**config.mk**
```make
export PLATFORM = sky130hd
export DESIGN_NAME = decode_forward_flat
export DESIGN_NICKNAME = d
export VERILOG_FILES = /design/src/rtl/decode_forward_pkg.sv /design/src/rtl/decode_forward_if.sv /design/src/rtl/decode_forward_fwd_mux.sv /design/src/rtl/decode_forward.sv /design/src/flat_wrapper.sv
export SDC_FILE = /design/constraint.sdc
export NUM_CORES = 1
export LEC_CHECK = 0
export CORE_MARGIN = 8
export CORE_UTILIZATION = 45
export CTS_CLUSTER_SIZE = 25
export DETAILED_ROUTE_END_ITERATION = 8
export PLACE_DENSITY_LB_ADDON = 0.15
export SYNTH_ARGS = -nofsm -noshare
export SYNTH_HDL_FRONTEND = slang
export SYNTH_HIERARCHICAL = 1
export SYNTH_SLANG_ARGS = --single-unit
```
**constraint.sdc**
```tcl
create_clock -name clk -period 4.7 [get_ports clk]
set_input_delay 1.175 -clock clk [delete_from_list [all_inputs] [get_ports clk]]
set_output_delay 1.175 -clock clk [all_outputs]
set_load 0.05 [all_outputs]
```
**src/rtl/decode_forward_pkg.sv**
```systemverilog
// Shared definitions for the decode/forward stage.
//   XLEN, RA_W, CTRL_W : datapath, register-address and control-bundle widths
//   REG_ZERO           : hard-wired zero register, never a forward target
//   de_reg_t           : contents of the D/E pipeline register
package decode_forward_pkg;
  localparam int XLEN   = 32;
  localparam int RA_W   = 5;
  localparam int CTRL_W = 8;

  localparam logic [RA_W-1:0] REG_ZERO = '0;

  typedef struct packed {
    logic              valid;
    logic [XLEN-1:0]   valA;
    logic [XLEN-1:0]   valB;
    logic [RA_W-1:0]   dstReg;
    logic              writeReg;
    logic              isLoad;
    logic [CTRL_W-1:0] ctrl;
  } de_reg_t;
endpackage

```
**src/rtl/decode_forward_if.sv**
```systemverilog
// Bus bundle between decode_forward and its neighbours.
//   d_*      : instruction sitting in the F/D register plus its regfile data
//   e_aluOut : result of the instruction currently in E
//   m_*, w_* : M and W stage writeback candidates
//   e_hold, flush : downstream stall and branch squash
//   d_stall  : combinational fetch/decode stall
//   e_*      : D/E register contents
// slave = decode_forward side, master = the surrounding pipeline.
interface decode_forward_if;
  import decode_forward_pkg::*;

  logic              d_valid;
  logic [RA_W-1:0]   d_srcA, d_srcB;
  logic              d_useA, d_useB;
  logic [RA_W-1:0]   d_dstReg;
  logic              d_writeReg;
  logic              d_isLoad;
  logic [CTRL_W-1:0] d_ctrl;
  logic [XLEN-1:0]   d_rvalA, d_rvalB;
  logic [XLEN-1:0]   e_aluOut;
  logic [RA_W-1:0]   m_dstReg;
  logic              m_writeReg;
  logic [XLEN-1:0]   m_val;
  logic [RA_W-1:0]   w_dstReg;
  logic              w_writeReg;
  logic [XLEN-1:0]   w_val;
  logic              e_hold;
  logic              flush;
  logic              d_stall;
  logic              e_valid;
  logic [XLEN-1:0]   e_valA, e_valB;
  logic [RA_W-1:0]   e_dstReg;
  logic              e_writeReg;
  logic              e_isLoad;
  logic [CTRL_W-1:0] e_ctrl;

  modport slave (
    input  d_valid, d_srcA, d_srcB, d_useA, d_useB, d_dstReg, d_writeReg,
           d_isLoad, d_ctrl, d_rvalA, d_rvalB, e_aluOut, m_dstReg, m_writeReg,
           m_val, w_dstReg, w_writeReg, w_val, e_hold, flush,
    output d_stall, e_valid, e_valA, e_valB, e_dstReg, e_writeReg, e_isLoad,
           e_ctrl
  );

  modport master (
    output d_valid, d_srcA, d_srcB, d_useA, d_useB, d_dstReg, d_writeReg,
           d_isLoad, d_ctrl, d_rvalA, d_rvalB, e_aluOut, m_dstReg, m_writeReg,
           m_val, w_dstReg, w_writeReg, w_val, e_hold, flush,
    input  d_stall, e_valid, e_valA, e_valB, e_dstReg, e_writeReg, e_isLoad,
           e_ctrl
  );
endinterface

```
**src/rtl/decode_forward_fwd_mux.sv**
```systemverilog
// Per-source operand select: E forward, then M, then W, then regfile.
// Also flags a load-use hazard for this source.
//   src, use_src, d_valid, rval : decode-side operand request
//   e_* / m_* / w_*             : producer stages (E state from the D/E reg)
//   val, hazard                 : selected operand, load-use flag
module decode_forward_fwd_mux
  import decode_forward_pkg::*;
(
  input  logic [RA_W-1:0] src,
  input  logic            use_src,
  input  logic            d_valid,
  input  logic [XLEN-1:0] rval,
  input  logic            e_valid,
  input  logic            e_writeReg,
  input  logic [RA_W-1:0] e_dstReg,
  input  logic            e_isLoad,
  input  logic [XLEN-1:0] e_aluOut,
  input  logic [RA_W-1:0] m_dstReg,
  input  logic            m_writeReg,
  input  logic [XLEN-1:0] m_val,
  input  logic [RA_W-1:0] w_dstReg,
  input  logic            w_writeReg,
  input  logic [XLEN-1:0] w_val,
  output logic [XLEN-1:0] val,
  output logic            hazard
);
  logic e_hit;

  // A valid writer in E matching this source; load data isn't ready yet.
  assign e_hit = e_valid & e_writeReg & (e_dstReg == src);

  always_comb begin
    val = rval;
    if (src == REG_ZERO)                     val = '0;
    else if (e_hit && !e_isLoad)             val = e_aluOut;
    else if (m_writeReg && m_dstReg == src)  val = m_val;
    // W write lands in the regfile at the edge, so its data isn't in rval yet.
    else if (w_writeReg && w_dstReg == src)  val = w_val;
  end

  assign hazard = d_valid & use_src & (src != REG_ZERO) & e_hit & e_isLoad;
endmodule

```
**src/rtl/decode_forward.sv**
```systemverilog
// Decode stage: operand forwarding, load-use stall and the D/E register.
//   clk, reset : clock, synchronous active-high reset
//   bus        : decode_forward_if.slave (D inputs, producer stages, E outputs)
//   stall_cnt  : load-use stall cycle counter, present only when
//                DECODE_STALL_CNT_EN is defined (saturates at 16'hFFFF)
module decode_forward
  import decode_forward_pkg::*;
(
  input  logic clk,
  input  logic reset,
  decode_forward_if.slave bus
`ifdef DECODE_STALL_CNT_EN
  ,
  output logic [15:0] stall_cnt
`endif
);
  localparam int NUM_SRC = 2;  // index 0 = A, 1 = B

  logic [NUM_SRC-1:0][RA_W-1:0] src;
  logic [NUM_SRC-1:0]           use_src;
  logic [NUM_SRC-1:0][XLEN-1:0] rval;
  logic [NUM_SRC-1:0][XLEN-1:0] fwd_val;
  logic [NUM_SRC-1:0]           src_hz;
  logic                         hazard;
  de_reg_t                      de_q, de_d;

  assign src     = {bus.d_srcB, bus.d_srcA};
  assign use_src = {bus.d_useB, bus.d_useA};
  assign rval    = {bus.d_rvalB, bus.d_rvalA};

  for (genvar g = 0; g < NUM_SRC; g++) begin : g_src
    decode_forward_fwd_mux u_fwd (
      .src        (src[g]),
      .use_src    (use_src[g]),
      .d_valid    (bus.d_valid),
      .rval       (rval[g]),
      .e_valid    (de_q.valid),
      .e_writeReg (de_q.writeReg),
      .e_dstReg   (de_q.dstReg),
      .e_isLoad   (de_q.isLoad),
      .e_aluOut   (bus.e_aluOut),
      .m_dstReg   (bus.m_dstReg),
      .m_writeReg (bus.m_writeReg),
      .m_val      (bus.m_val),
      .w_dstReg   (bus.w_dstReg),
      .w_writeReg (bus.w_writeReg),
      .w_val      (bus.w_val),
      .val        (fwd_val[g]),
      .hazard     (src_hz[g])
    );
  end

  assign hazard = |src_hz;
  // A flushed instruction is discarded anyway, so its hazard must not stall.
  assign bus.d_stall = bus.e_hold | (hazard & ~bus.flush);

  always_comb begin
    de_d          = '0;
    de_d.valid    = bus.d_valid;
    de_d.valA     = fwd_val[0];
    de_d.valB     = fwd_val[1];
    de_d.dstReg   = bus.d_dstReg;
    de_d.writeReg = bus.d_writeReg & bus.d_valid;
    de_d.isLoad   = bus.d_isLoad & bus.d_valid;
    de_d.ctrl     = bus.d_ctrl;
  end

  always_ff @(posedge clk) begin
    if (reset)                       de_q <= '0;
    else if (bus.e_hold)             de_q <= de_q;
    else if (bus.flush || hazard)    de_q <= '0;  // bubble
    else                             de_q <= de_d;
  end

  assign bus.e_valid    = de_q.valid;
  assign bus.e_valA     = de_q.valA;
  assign bus.e_valB     = de_q.valB;
  assign bus.e_dstReg   = de_q.dstReg;
  assign bus.e_writeReg = de_q.writeReg;
  assign bus.e_isLoad   = de_q.isLoad;
  assign bus.e_ctrl     = de_q.ctrl;

`ifdef DECODE_STALL_CNT_EN
  // Counts only cycles where the bubble is really inserted.
  always_ff @(posedge clk) begin
    if (reset)
      stall_cnt <= '0;
    else if (hazard && !bus.flush && !bus.e_hold && stall_cnt != 16'hFFFF)
      stall_cnt <= stall_cnt + 16'd1;
  end
`endif
endmodule

```
**src/flat_wrapper.sv**
```systemverilog
// flat-port wrapper written by rule: the top's interface ports become plain ports
module decode_forward_flat import decode_forward_pkg::*;
  (clk, reset, bus_d_valid, bus_d_srcA, bus_d_srcB, bus_d_useA, bus_d_useB, bus_d_dstReg, bus_d_writeReg, bus_d_isLoad, bus_d_ctrl, bus_d_rvalA, bus_d_rvalB, bus_e_aluOut, bus_m_dstReg, bus_m_writeReg, bus_m_val, bus_w_dstReg, bus_w_writeReg, bus_w_val, bus_e_hold, bus_flush, bus_d_stall, bus_e_valid, bus_e_valA, bus_e_valB, bus_e_dstReg, bus_e_writeReg, bus_e_isLoad, bus_e_ctrl);
  decode_forward_if bus_i ();
  input  logic clk;
  input  logic reset;
  input wire logic [$bits(bus_i.d_valid)-1:0] bus_d_valid;
  input wire logic [$bits(bus_i.d_srcA)-1:0] bus_d_srcA;
  input wire logic [$bits(bus_i.d_srcB)-1:0] bus_d_srcB;
  input wire logic [$bits(bus_i.d_useA)-1:0] bus_d_useA;
  input wire logic [$bits(bus_i.d_useB)-1:0] bus_d_useB;
  input wire logic [$bits(bus_i.d_dstReg)-1:0] bus_d_dstReg;
  input wire logic [$bits(bus_i.d_writeReg)-1:0] bus_d_writeReg;
  input wire logic [$bits(bus_i.d_isLoad)-1:0] bus_d_isLoad;
  input wire logic [$bits(bus_i.d_ctrl)-1:0] bus_d_ctrl;
  input wire logic [$bits(bus_i.d_rvalA)-1:0] bus_d_rvalA;
  input wire logic [$bits(bus_i.d_rvalB)-1:0] bus_d_rvalB;
  input wire logic [$bits(bus_i.e_aluOut)-1:0] bus_e_aluOut;
  input wire logic [$bits(bus_i.m_dstReg)-1:0] bus_m_dstReg;
  input wire logic [$bits(bus_i.m_writeReg)-1:0] bus_m_writeReg;
  input wire logic [$bits(bus_i.m_val)-1:0] bus_m_val;
  input wire logic [$bits(bus_i.w_dstReg)-1:0] bus_w_dstReg;
  input wire logic [$bits(bus_i.w_writeReg)-1:0] bus_w_writeReg;
  input wire logic [$bits(bus_i.w_val)-1:0] bus_w_val;
  input wire logic [$bits(bus_i.e_hold)-1:0] bus_e_hold;
  input wire logic [$bits(bus_i.flush)-1:0] bus_flush;
  output wire logic [$bits(bus_i.d_stall)-1:0] bus_d_stall;
  output wire logic [$bits(bus_i.e_valid)-1:0] bus_e_valid;
  output wire logic [$bits(bus_i.e_valA)-1:0] bus_e_valA;
  output wire logic [$bits(bus_i.e_valB)-1:0] bus_e_valB;
  output wire logic [$bits(bus_i.e_dstReg)-1:0] bus_e_dstReg;
  output wire logic [$bits(bus_i.e_writeReg)-1:0] bus_e_writeReg;
  output wire logic [$bits(bus_i.e_isLoad)-1:0] bus_e_isLoad;
  output wire logic [$bits(bus_i.e_ctrl)-1:0] bus_e_ctrl;
  assign bus_i.d_valid = bus_d_valid;
  assign bus_i.d_srcA = bus_d_srcA;
  assign bus_i.d_srcB = bus_d_srcB;
  assign bus_i.d_useA = bus_d_useA;
  assign bus_i.d_useB = bus_d_useB;
  assign bus_i.d_dstReg = bus_d_dstReg;
  assign bus_i.d_writeReg = bus_d_writeReg;
  assign bus_i.d_isLoad = bus_d_isLoad;
  assign bus_i.d_ctrl = bus_d_ctrl;
  assign bus_i.d_rvalA = bus_d_rvalA;
  assign bus_i.d_rvalB = bus_d_rvalB;
  assign bus_i.e_aluOut = bus_e_aluOut;
  assign bus_i.m_dstReg = bus_m_dstReg;
  assign bus_i.m_writeReg = bus_m_writeReg;
  assign bus_i.m_val = bus_m_val;
  assign bus_i.w_dstReg = bus_w_dstReg;
  assign bus_i.w_writeReg = bus_w_writeReg;
  assign bus_i.w_val = bus_w_val;
  assign bus_i.e_hold = bus_e_hold;
  assign bus_i.flush = bus_flush;
  assign bus_d_stall = bus_i.d_stall;
  assign bus_e_valid = bus_i.e_valid;
  assign bus_e_valA = bus_i.e_valA;
  assign bus_e_valB = bus_i.e_valB;
  assign bus_e_dstReg = bus_i.e_dstReg;
  assign bus_e_writeReg = bus_i.e_writeReg;
  assign bus_e_isLoad = bus_i.e_isLoad;
  assign bus_e_ctrl = bus_i.e_ctrl;
  decode_forward u_core (.clk(clk), .reset(reset), .bus(bus_i));
endmodule
```
==> flow_summary.yaml <==
status:
  status: "complete, no violations"
global_routing:
  grt_pass1_vias: 6854
  track_usage_pct: 26.6
  grt_remaining_overflow: 0
  grt_pass1_wl_um: 37600
  grt_max_degree: 73
  antenna_found_initial: 0
sta:
  hold_viol: 0
  setup_viol_count_final: 0
  worst_slew_pin_slew_ns: 0.804
  final.setup_skew_ns: 0.00757
  layout_setup_ws_ns: 0.235
  drv_slew: 0
  fmax_mhz: 224
  finalSetupTns_ns: 0
  slew_headroom_pct: 46.2
  post-route-period-util_pct: 95.0
  rsz0062_at_grt: "false"
  layout_min_cycle_time_ns: 4.47
critical_path:
  timing.rr.start: "u_core/bus.e_dstReg[3]$_SDFFE_PP0N_"
  path_depth: 7
  arrival_ns: 3.29
  critPathRequiredTime_ns: 3.52
  slowest_stage: "clkdlybuf4s50_1"
  worst_setup_path_end_kind: "primary output"
  r2r_cells: 8
  path_cells: "clkdlybuf4s50_1 > xor2_1 > nor4_1 > nor4b_1 > nor2_1 > o21bai_1 > buf_12"
  endpoint: "bus_d_stall"
  start_kind: "primary input"
  cp_top_family: "simple AND/OR/NAND/NOR gates"
  critPathLaunch: "bus_d_srcA[3]"
  crit_type: "in2out"
  r2r_slack_ns: 2.10
  crit_fanout: 4
  rr_endpoint: "u_core/bus.e_valA[23]$_SDFFE_PP0N_"
  cp_num_buf_inv: 2
  slowest_delay_ns: 0.53
clock_tree:
  cts.sinks: 80
  cts-buffers-inserted: 9
  cts_resized: 0
  clockRootBuffer: "clkbuf_16"
  clk_pin_slew_ns: 0.06
  cts_hold_buffers: 0
  cts_setup_buffers: 0
  clk_latency_ns: 0.34
  cts_tree: "done"
  clockBufferDepth: 2
  cts.htree.levels: 3
routing:
  vias: 6384
  drc_errors: 0
  drt_iter0_markers: 485
  drt-wirelength-per-cell_um: 22.8
  viasPerCell: 6.07
  ant_nets: 0
  drt_first_pass_iters: 5
  totalWireLength_um: 24000
cells_and_area:
  stdcell_count: 1051
  nNetsFinal: 1074
  drive_above_1_share_pct: 13.8
  diodes: 0
  final_cell_mix: "clkdlybuf4s50_1, dfxtp_1, nand2b_1"
  syn2layout_area_growth_pct: 52.5
  final_common_cell: "clkdlybuf4s50_1"
logic_synthesis:
  netlist_instances: 634
  synth_top_cell_area_share_pct: 26.9
  ys_seq_elements: 80
  ys.warnings.count: 6
  synthFlopType: "dfxtp_1"
  syn_area_per_cell_um2: 9.41
  synth_area_leaders: "dfxtp_1, o211ai_2, mux2i_1"
  synth_largest_area_cell: "dfxtp_1"
  syn_area_um2: 5960
  synth-seq-area-share_pct: 26.9
  syn-num-nets: 838
  synth_cell_type_count: 29
  synth_edf_count: 0
  synthArstFlopShare_pct: 0
pwr:
  p_int_uw: 1450
  combPwrFrac_pct: 29.1
  p_sw_share_pct: 29.2
  vdd_drop_max_mv: 0.195
  seqPwrFrac_pct: 35.6
  clkPwrFrac_pct: 35.3
  p_leak_uw: 0.00353
  power.total_uw: 2040
  switching_power_uw: 597
  p_per_area_nw_per_um2: 224
die:
  die_w_um: 131
  die_area_um2: 17200
  num_rows: 42
  die_h_um: 131
  core_area_um2: 13100
  start_util_pct: 45.6
  io_pins: 285
min_path:
  hold_depth: 1
  min-delay-start: "u_core/bus.e_valB[24]$_SDFFE_PP0N_"
  hp-class: "reg2reg"
place:
  gp_congestion: 0.908
  place_inst: 1035
  io_buffers: 284
  hpwlAfterDp_um: 17000
  pre_cts_slack_ns: 0.248
run:
  drv_cap: 0
==> state kept, by name, summed over array words and instances (netlist names) <==
name,cells
u_core/bus.e_ctrl,8
u_core/bus.e_dstReg,5
u_core/bus.e_isLoad,1
u_core/bus.e_valA,32
u_core/bus.e_valB,32
u_core/bus.e_valid,1
u_core/bus.e_writeReg,1
==> synth_stat cells, types with 3 or more instances <==
cell	n
dfxtp_1	80
nand2b_1	69
nand3_1	66
nand4_1	66
mux2i_1	64
o211ai_2	60
o2bb2ai_1	48
clkbuf_1	41
xor2_1	26
o2bb2ai_2	20
buf_2	17
buf_6	14
a32o_1	10
nor2b_1	9
nand2_1	6
nor4_1	6
nor2_1	4
nor3_1	4
o211ai_1	4
xnor2_1	4
buf_1	3
nor4b_1	3
==> layout make-up <==
class,instances,area (um2)
Clock buffer,13,260
Tap cell,176,220
Sequential cell,80,1600
Timing Repair Buffer,300,2990
Clock inverter,3,40.0
Multi-Input combinational cell,479,3980
Fill cell,1030,3990
==> logic make-up after synthesis <==
family	synth area share, %
and+or+nand+nor	23.3
AOI/OAI and AO/OA	27.9
DFF	26.9
buffers and inverters	6.84
muxes	10.7
xor gates and xnor gates	4.41
==> stage by stage <==
step	utilization (%)	cell area (um2)	hold WS (ns)
6_report	69.5	9100	0.463
5_1_grt	69.5	9100	0.475
4_1_cts	69.5	9090	0.465
3_5_place_dp	67.2	8790	0.447
3_3_place_gp	67.2	8790	0.444
2_1_floorplan	-	5960	0.696
==> worst register-to-register path: cells and delay by family, from the launching register on <==
family                    cells  cell delay (ns)
AOI/OAI and AO/OA             2             0.18
xor gates and xnor gates      1             0.10
buffers and inverters         1             0.44
DFF                           1             0.44
and+or+nand+nor               4             1.32
==> power groups by stage <==
stage | logic (uW) | clock network, uW | registers [uW]
after floorplan | 198 | 0 | 838
after global placement | 582 | 0 | 741
after detailed placement | 589 | 0 | 741
after CTS | 592 | 730 | 727
after global routing | 624 | 760 | 730
final | 593 | 722 | 727
==> layer usage <==
layer | GRT usage (%) | vias to the layer above | part of all wire (%)
li1 | - | 2928 | -
met1 | 30.6 | 3036 | 39
met2 | 45.3 | 361 | 48
met3 | 7.20 | 59 | 9.2
met4 | 11.9 | 0 | 3.0
met5 | 0 | - | 0
==> how the worst min path moves through the flow <==
stage                                               to  slack (ns)
floorplan           u_core/bus.e_valA[23]$_SDFFE_PP0N_        0.70
global placement    u_core/bus.e_valA[22]$_SDFFE_PP0N_        0.44
detailed placement  u_core/bus.e_valA[23]$_SDFFE_PP0N_        0.45
CTS                 u_core/bus.e_valB[26]$_SDFFE_PP0N_        0.47
global route        u_core/bus.e_valB[26]$_SDFFE_PP0N_        0.47
finish              u_core/bus.e_valB[24]$_SDFFE_PP0N_        0.46
(Power assumes the default switching activity.)
